## src/rtl/rs255_247_syndrome.sv

```systemverilog
// rs255_247_syndrome: streaming syndrome calculator for RS(255,247) over GF(2^8), p(x)=0x11D, alpha=0x02
//   clk          rising-edge clock
//   rst_n        asynchronous active-low reset
//   in_valid     input symbol valid
//   in_ready     block can accept a symbol
//   in_data      received symbol, highest degree first
//   in_first     first symbol of a codeword (restarts accumulation)
//   in_last      last symbol of a codeword (r_0)
//   out_valid    syndrome result valid (1-deep holding register)
//   out_ready    downstream accepts the result
//   out_syn      S_j = r(alpha^(FCR+j)) in bits [8j+7:8j]
//   out_err      any syndrome nonzero
//   out_len_err  codeword length was not N symbols
module rs255_247_syndrome #(
    parameter int N    = 255,
    parameter int NSYM = 8,
    parameter int FCR  = 0
) (
    input  logic              clk,
    input  logic              rst_n,
    input  logic              in_valid,
    output logic              in_ready,
    input  logic [7:0]        in_data,
    input  logic              in_first,
    input  logic              in_last,
    output logic              out_valid,
    input  logic              out_ready,
    output logic [8*NSYM-1:0] out_syn,
    output logic              out_err,
    output logic              out_len_err
);
    localparam int CW = $clog2(N + 2);

    typedef enum logic {IDLE, ACC} state_t;

    function automatic logic [7:0] gf_mul(input logic [7:0] a, input logic [7:0] b);
        logic [7:0] p;
        logic [7:0] x;
        p = 8'h00;
        x = a;
        for (int i = 0; i < 8; i++) begin
            if (b[i]) p = p ^ x;
            x = {x[6:0], 1'b0} ^ (x[7] ? 8'h1D : 8'h00);
        end
        return p;
    endfunction

    function automatic logic [7:0] gf_pow(input int e);
        logic [7:0] r;
        r = 8'h01;
        for (int i = 0; i < e % 255; i++) r = gf_mul(r, 8'h02);
        return r;
    endfunction

    state_t            r_state, w_state_nxt;
    logic [8*NSYM-1:0] r_acc, w_syn, r_syn;
    logic [CW-1:0]     r_cnt, w_cnt_nxt, w_cnt_inc;
    logic              r_valid, r_err, r_len_err;
    logic              w_accept, w_load, w_step, w_done;

    // Multiplier operands are elaboration constants, so each lane reduces to an XOR network.
    for (genvar j = 0; j < NSYM; j++) begin : g_lane
        localparam logic [7:0] ROOT = gf_pow(FCR + j);
        assign w_syn[8*j +: 8] = w_load ? in_data : gf_mul(r_acc[8*j +: 8], ROOT) ^ in_data;
    end

    // The accumulators are independent of the holding register, so only a symbol that
    // would overwrite a pending, undelivered result has to wait.
    assign in_ready  = !(r_valid && !out_ready && in_last);
    assign w_accept  = in_valid && in_ready;
    assign w_load    = w_accept && in_first;
    assign w_step    = w_accept && !in_first && r_state == ACC;
    assign w_done    = (w_load || w_step) && in_last;
    assign w_cnt_inc = (r_cnt == CW'(N + 1)) ? r_cnt : r_cnt + CW'(1);

    always_comb begin
        w_state_nxt = r_state;
        w_cnt_nxt   = r_cnt;
        if (w_load) w_cnt_nxt = CW'(1);
        else if (w_step) w_cnt_nxt = w_cnt_inc;
        if (w_done) w_state_nxt = IDLE;
        else if (w_load) w_state_nxt = ACC;
    end

    always_ff @(posedge clk or negedge rst_n) begin
        if (!rst_n) begin
            r_state   <= IDLE;
            r_acc     <= '0;
            r_cnt     <= '0;
            r_valid   <= 1'b0;
            r_syn     <= '0;
            r_err     <= 1'b0;
            r_len_err <= 1'b0;
        end else begin
            r_state <= w_state_nxt;
            r_cnt   <= w_cnt_nxt;
            if (w_load || w_step) r_acc <= w_syn;
            // A new result on the same edge as a handshake keeps out_valid high (no bubble).
            if (w_done) begin
                r_valid   <= 1'b1;
                r_syn     <= w_syn;
                r_err     <= |w_syn;
                r_len_err <= w_cnt_nxt != CW'(N);
            end else if (out_ready) begin
                r_valid <= 1'b0;
            end
        end
    end

    assign out_valid   = r_valid;
    assign out_syn     = r_syn;
    assign out_err     = r_err;
    assign out_len_err = r_len_err;
endmodule

```

## config.mk

```make
export PLATFORM = sky130hd
export DESIGN_NAME = rs255_247_syndrome
export DESIGN_NICKNAME = d
export VERILOG_FILES = /design/src/rtl/rs255_247_syndrome.sv
export SDC_FILE = /design/constraint.sdc
export NUM_CORES = 1
export LEC_CHECK = 0
export ABC_AREA = 1
export ABC_CLOCK_PERIOD_IN_PS = 2200
export BUFFER_PORTS_ARGS = -buffer_cell sky130_fd_sc_hd__buf_2
export CORE_ASPECT_RATIO = 0.8
export CORE_MARGIN = 4
export CORE_UTILIZATION = 40
export DETAILED_ROUTE_END_ITERATION = 10
export PLACE_DENSITY = 0.63
export SYNTH_ARGS = -nofsm -noshare
export SYNTH_HDL_FRONTEND = slang
export SYNTH_SLANG_ARGS = --single-unit
```

## constraint.sdc

```tcl
create_clock -name clk -period 2.2 [get_ports clk]
set_input_delay 0.22 -clock clk [delete_from_list [all_inputs] [get_ports clk]]
set_output_delay 0.22 -clock clk [all_outputs]
set_load 0.02 [all_outputs]
```

Word-level counts from Yosys, hierarchy flattened
Cells that the tools add are included.
Widths: inputs -> output; s select.

operators by class
  add/sub/neg operators = 1
  multipliers = 0
  div/mod/pow operators = 0
  magnitude comparators = 0
  equal/unequal tests = 2
  shifts and indexed selects = 0
  multiplexer cells = 43
  bitwise operators = 36
  reductions and logical operators = 14

operators by type and width
  kind                 number
  $xor 8x5->8          28
  $mux 5               28
  $mux 8               8
  $reduce_or 64->1     1
  $xor 8x8->8          8
  $mux 9               3
  $add 9x1->9 const B  1
  $eq 9x9->1 const B   1
  $ne 9x8->1 const B   1
  $logic_and 1x1->1    7
  $mux 1               4
  $reduce_bool 2->1    2
  $logic_not 1->1      3
  $logic_or 1x1->1     1

word-level totals
  register bits = 141
  latch bits = 0
  RAM bits = 0
  ROM bits = 0
  input port bits = 14
  output and inout bits = 68
  word-level logic and storage cells = 103
  memories = 0

Depth between registers and ports, before layout
  depth after elaboration = 17
  depth in mapped cells = 16
  mapped depth without buffers = 15

Worst setup path after synthesis
Ideal clock, no wire load.

  kind = register to register
  start point = register r_valid (netlist: out_valid)
  end point = register r_syn[36] (netlist: out_syn[36])
  setup time = 0.131 ns
  data arrival time = 1.733 ns
  required time = 2.069 ns
  path slack = 0.336 ns
  cell stages (with the launch flop) = 13
  path buffers = 2
  clock period less this slack = 1.864 ns
  cell sequence = dfrtp_1 -> nand3_4 -> nand2_2 -> nor2_8 -> nand2_4 -> nand2_4 -> inv_2 -> nor2_4 -> inv_2 -> buf_2 -> buf_4 -> nand2_1 -> o21ai_0

between the ends
  longest elaborated chain between the ends = 8
  elaborated cells on any way between the ends = 10

ends and longest elaborated chain
  what                               line  RTL
  start, declared                    58    logic r_valid, r_err, r_len_err;
  start signal, assigned             90    r_valid <= 1'b0;
  start signal, assigned             100   r_valid <= 1'b1;
  start signal, assigned             105   r_valid <= 1'b0;
  $logic_and 1x1->1 * (2 in series)  69    assign in_ready = !(r_valid && !out_ready && in_last);
  $logic_not 1->1 *                  69
  net in_ready                       22    output logic in_ready,
  $logic_and 1x1->1 *                70    assign w_accept = in_valid && in_ready;
  $logic_and 1x1->1 (2 in series)    72    assign w_step = w_accept && !in_first && r_state == ACC;
  $logic_or 1x1->1                   73    assign w_done = (w_load || w_step) && in_last;
  $logic_and 1x1->1                  73
  end signal, assigned               101   r_syn <= w_syn;
  end, declared                      56    logic [8*NSYM-1:0] r_acc, w_syn, r_syn;

Mark *: on every way through the listed nets, which the timed path passes. The rest lies on a longest branch.
A chain may end at the register's enable or synchronous reset.

Worst setup path after layout
  start point = register r_valid (netlist: out_valid)
  end point = register r_err (netlist: out_err)

between the ends
  longest elaborated chain between the ends = 8
  elaborated cells on any way between the ends = 18

ends and longest elaborated chain
  what                                                      line  RTL
  $logic_and 1x1->1 * (2 in series)                         69
  $logic_not 1->1 *                                         69
  $logic_and 1x1->1 *                                       70
  branches (longest 4 deep; another with $reduce_or 64->1)  --
  end signal, assigned                                      102   r_err <= |w_syn;
  end, declared                                             58

Every way passes the cells marked *.

==> results_dict.tcl <==
set metrics [dict create \
    status "completed" \
    switching_power_mw 6.314 \
    min_path_type "in2reg" \
    finalCritPeriodShare_pct 93.19 \
    slowest_delay_ns 0.40 \
    grtUsageTotal_pct 22.07 \
    start_kind "flip-flop" \
    fin_nets 1289 \
    ant_nets 0 \
    clock_skew_ns 0.006266 \
    antennaDiodeCount 0 \
    combPwrFrac_pct 47.5 \
    crit_top_cell "nor2_1" \
    via_per_inst 5.161 \
    antenna_found_initial 0 \
    cts-root-buf "clkbuf_16" \
    power_density_nw_per_um2 1430 \
    synth.area.top_cells "dfrtp_1 44%, nand2_1 25%, o21ai_0 5.5%, nand3_1 4.8%, inv_1 4.4%" \
    finalHoldViolCount 0 \
    ys_seq_elements 141 \
    gp_congestion 0.9033 \
    ys_seq_area_share_pct 43.77 \
    yosysMostFrequentCell "nand2_1" \
    drtPass1Iterations 5 \
    grt_max_degree 56 \
    tightestPinTransition_ns 0.5339 \
    fillers 2001 \
    path_cells "nand3_4 > buf_4 > nand4_1 > nand2_1 > inv_1 > nand2_1 > nor2_1 > nand3_1 > nor2_1 > nand3_1 > nor2_1 > a21oi_1" \
    p_clk_share_pct 20.3 \
    netlist_area_um2 8061 \
    min_period_ns 2.050 \
    internal_power_mw 7.472 \
    die_x_um 166.7 \
    cts_tree "yes" \
    area_growth_pct 19.59 \
    async_flop_share_pct 100.0 \
    dp_slack_ns 0.08476 \
    syn_nets 1190 \
    fp-row-count 46 \
    fmax_mhz 487.8 \
    end_kind "flip-flop" \
    path_max_fanout 6 \
    cts.sinks 141 \
    syn_avg_cell_area_um2 6.867 \
    wl_um 25010 \
    ir_worst_vdd_mv 0.6349 \
    clk_pin_slew_ns 0.06 \
    maxCapViolCount 0 \
    dominantRegCellSynth "dfrtp_1" \
    die_y_um 135.0 \
    synth_common_cells "528 x nand2_1, 141 x dfrtp_1, 94 x inv_1" \
    layout-drive-gt1-share_pct 13.71 \
    route.detailed.drc 0 \
    synth.top_cell.area_share_pct 43.77 \
    pin_count 82 \
    grt_pass1_wl_um 39390 \
    overflow 0 \
    seqPwrFrac_pct 32.2 \
    fin_ws_ns 0.1498 \
    dieArea_um2 22500 \
    yosys.area.top_type "dfrtp_1" \
    min_path_cells 4 \
    relSlewSlack_pct 64.41 \
    h-tree-depth 4 \
    port_buffers 81 \
    path_class "reg2reg" \
    setup_viol 0 \
    critPathArrivalTime_ns 2.36 \
    slew_violations 0 \
    reg2reg_depth 12 \
    cp.required_ns 2.51 \
    yosysUniqueCellTypes 32 \
    drt_iter0_drc 782 \
    ys.warnings.count 0 \
    hpwl_um 17200 \
    vias 7990 \
    leakage_nw 5.194 \
    core-area_um2 19800 \
    place_inst 1502 \
    synth_edf_count 0 \
    cts_buffer_depth 2 \
    fin_util_pct 48.69 \
    p_total_mw 13.79 \
    clk-insertion-delay-late_ns 0.43 \
    cts_buffers 17 \
    start_util_pct 40.72 \
    grt_setup_unrepaired "yes" \
    finalNonFillerCells 1548 \
    avgRoutedWirePerCell_um 16.16 \
    grt_pass1_vias 7295 \
    syn_inst 1174 \
    sw_frac_of_total_pct 45.80 \
    slowest_stage "dfrtp_1" \
]
==> logic make-up (layout without fill, tap and decap cells) <==
| kind of cell | count (synthesis) | in the layout | share of synthesized area [%] |
|---|---|---|---|
| AO/OA/AOI/OAI | 136 | 136 | 9.033 |
| XOR/XNOR | 25 | 25 | 2.716 |
| adder cells (fa/ha/maj) | 2 | 2 | 0.3104 |
| buffers and inverters | 154 | 262 | 7.993 |
| flip-flops | 141 | 141 | 43.77 |
| AND/OR/NAND/NOR | 716 | 718 | 36.18 |
==> layer usage <==
| metal | GRT usage (%) | wire length (µm) | up-vias |
|---|---|---|---|
| met5 | 0 | 0 | - |
| met4 | 6.134 | 473 | 0 |
| met3 | 4.419 | 1962 | 45 |
| met2 | 34.97 | 11370 | 333 |
| met1 | 31.10 | 11200 | 3695 |
| li1 | - | - | 3917 |
==> cell usage in the layout (no fill, tap or decap), types with 6 or more instances in the layout <==
master     netlist  layout
a21oi_1          6       6
a31oi_1         23      23
buf_12           0       6
buf_2           23      80
buf_4            8      35
clkbuf_16        0      21
dfrtp_1        141     139
inv_1           94      93
nand2_1        528     528
nand3_1         77      77
nand4_1         19      19
nor2_1          77      75
o21ai_0         88      87
o21ai_1          8       9
o22ai_1          7       7
xor2_1          22      22
==> through the flow <==
step / setup TNS (ns) / hold slack [ns] / cell area (µm²)
2_1_floorplan: 0 / -0.07559 / 8061
3_3_place_gp: 0 / 0.2178 / 8860
3_5_place_dp: 0 / 0.2201 / 8860
4_1_cts: 0 / 0.06382 / 9427
5_1_grt: -0.05814 / 0.09535 / 9641
6_report: 0 / 0.07589 / 9641
==> critical path, delay by kind of cell, from the launching register on <==
kind | cells | cell delay, ns
AND/OR/NAND/NOR | 9 | 1.16
flip-flops | 1 | 0.40
buffers and inverters | 2 | 0.30
AO/OA/AOI/OAI | 1 | 0.07
==> final cells by class <==
| class | count | area, µm² | area share, % |
|---|---|---|---|
| timing repair buffer | 128 | 915.9 | 9.500 |
| clock inverter | 8 | 92.59 | 0.9604 |
| clock buffer | 22 | 464.2 | 4.815 |
| sequential | 141 | 3531 | 36.63 |
| multi-input combinational | 881 | 3914 | 40.60 |
| inverter | 104 | 392.9 | 4.075 |
| tap | 264 | 330.3 | 3.426 |
==> repair_timing <==
item | in CTS | in global routing
endpoints found under the setup margin | 0 | 1
gates resized for setup | 0 | 7
setup buffers | 0 | 8
hold endpoints to repair | 48 | 0
hold buffers | 1 | 0
==> path summary, 6_finish.rpt <==
kind / from / to / slack [ns]
min: out_ready / out_valid / 0.08
min in group asynchronous: rst_n / r_acc[55] / 0.32
max reg2reg: out_valid / out_err / 0.15
max in group asynchronous: rst_n / r_acc[40] / 1.23
max: out_valid / out_err / 0.15
min reg2reg: out_syn[21] / out_syn[21] / 0.47
==> sequential cells by signal, summed over array words and instances, names as in the netlist <==
register / flops
r_acc: 64
r_state: 1
out_err: 1
r_cnt: 9
out_len_err: 1
out_valid: 1
out_syn: 64
==> power by group through the flow <==
| stage | clock [mW] | sequential, mW | combinational, mW |
|---|---|---|---|
| 3_5_place_dp | 0 | 4.45 | 6.41 |
| 6_report | 2.80 | 4.44 | 6.55 |
| 5_1_grt | 2.98 | 4.58 | 7.50 |
| 2_1_floorplan | 0 | 4.86 | 4.14 |
| 3_3_place_gp | 0 | 4.44 | 6.34 |
| 4_1_cts | 2.85 | 4.42 | 6.46 |
No activity file was read; power rests on OpenSTA's default activity.
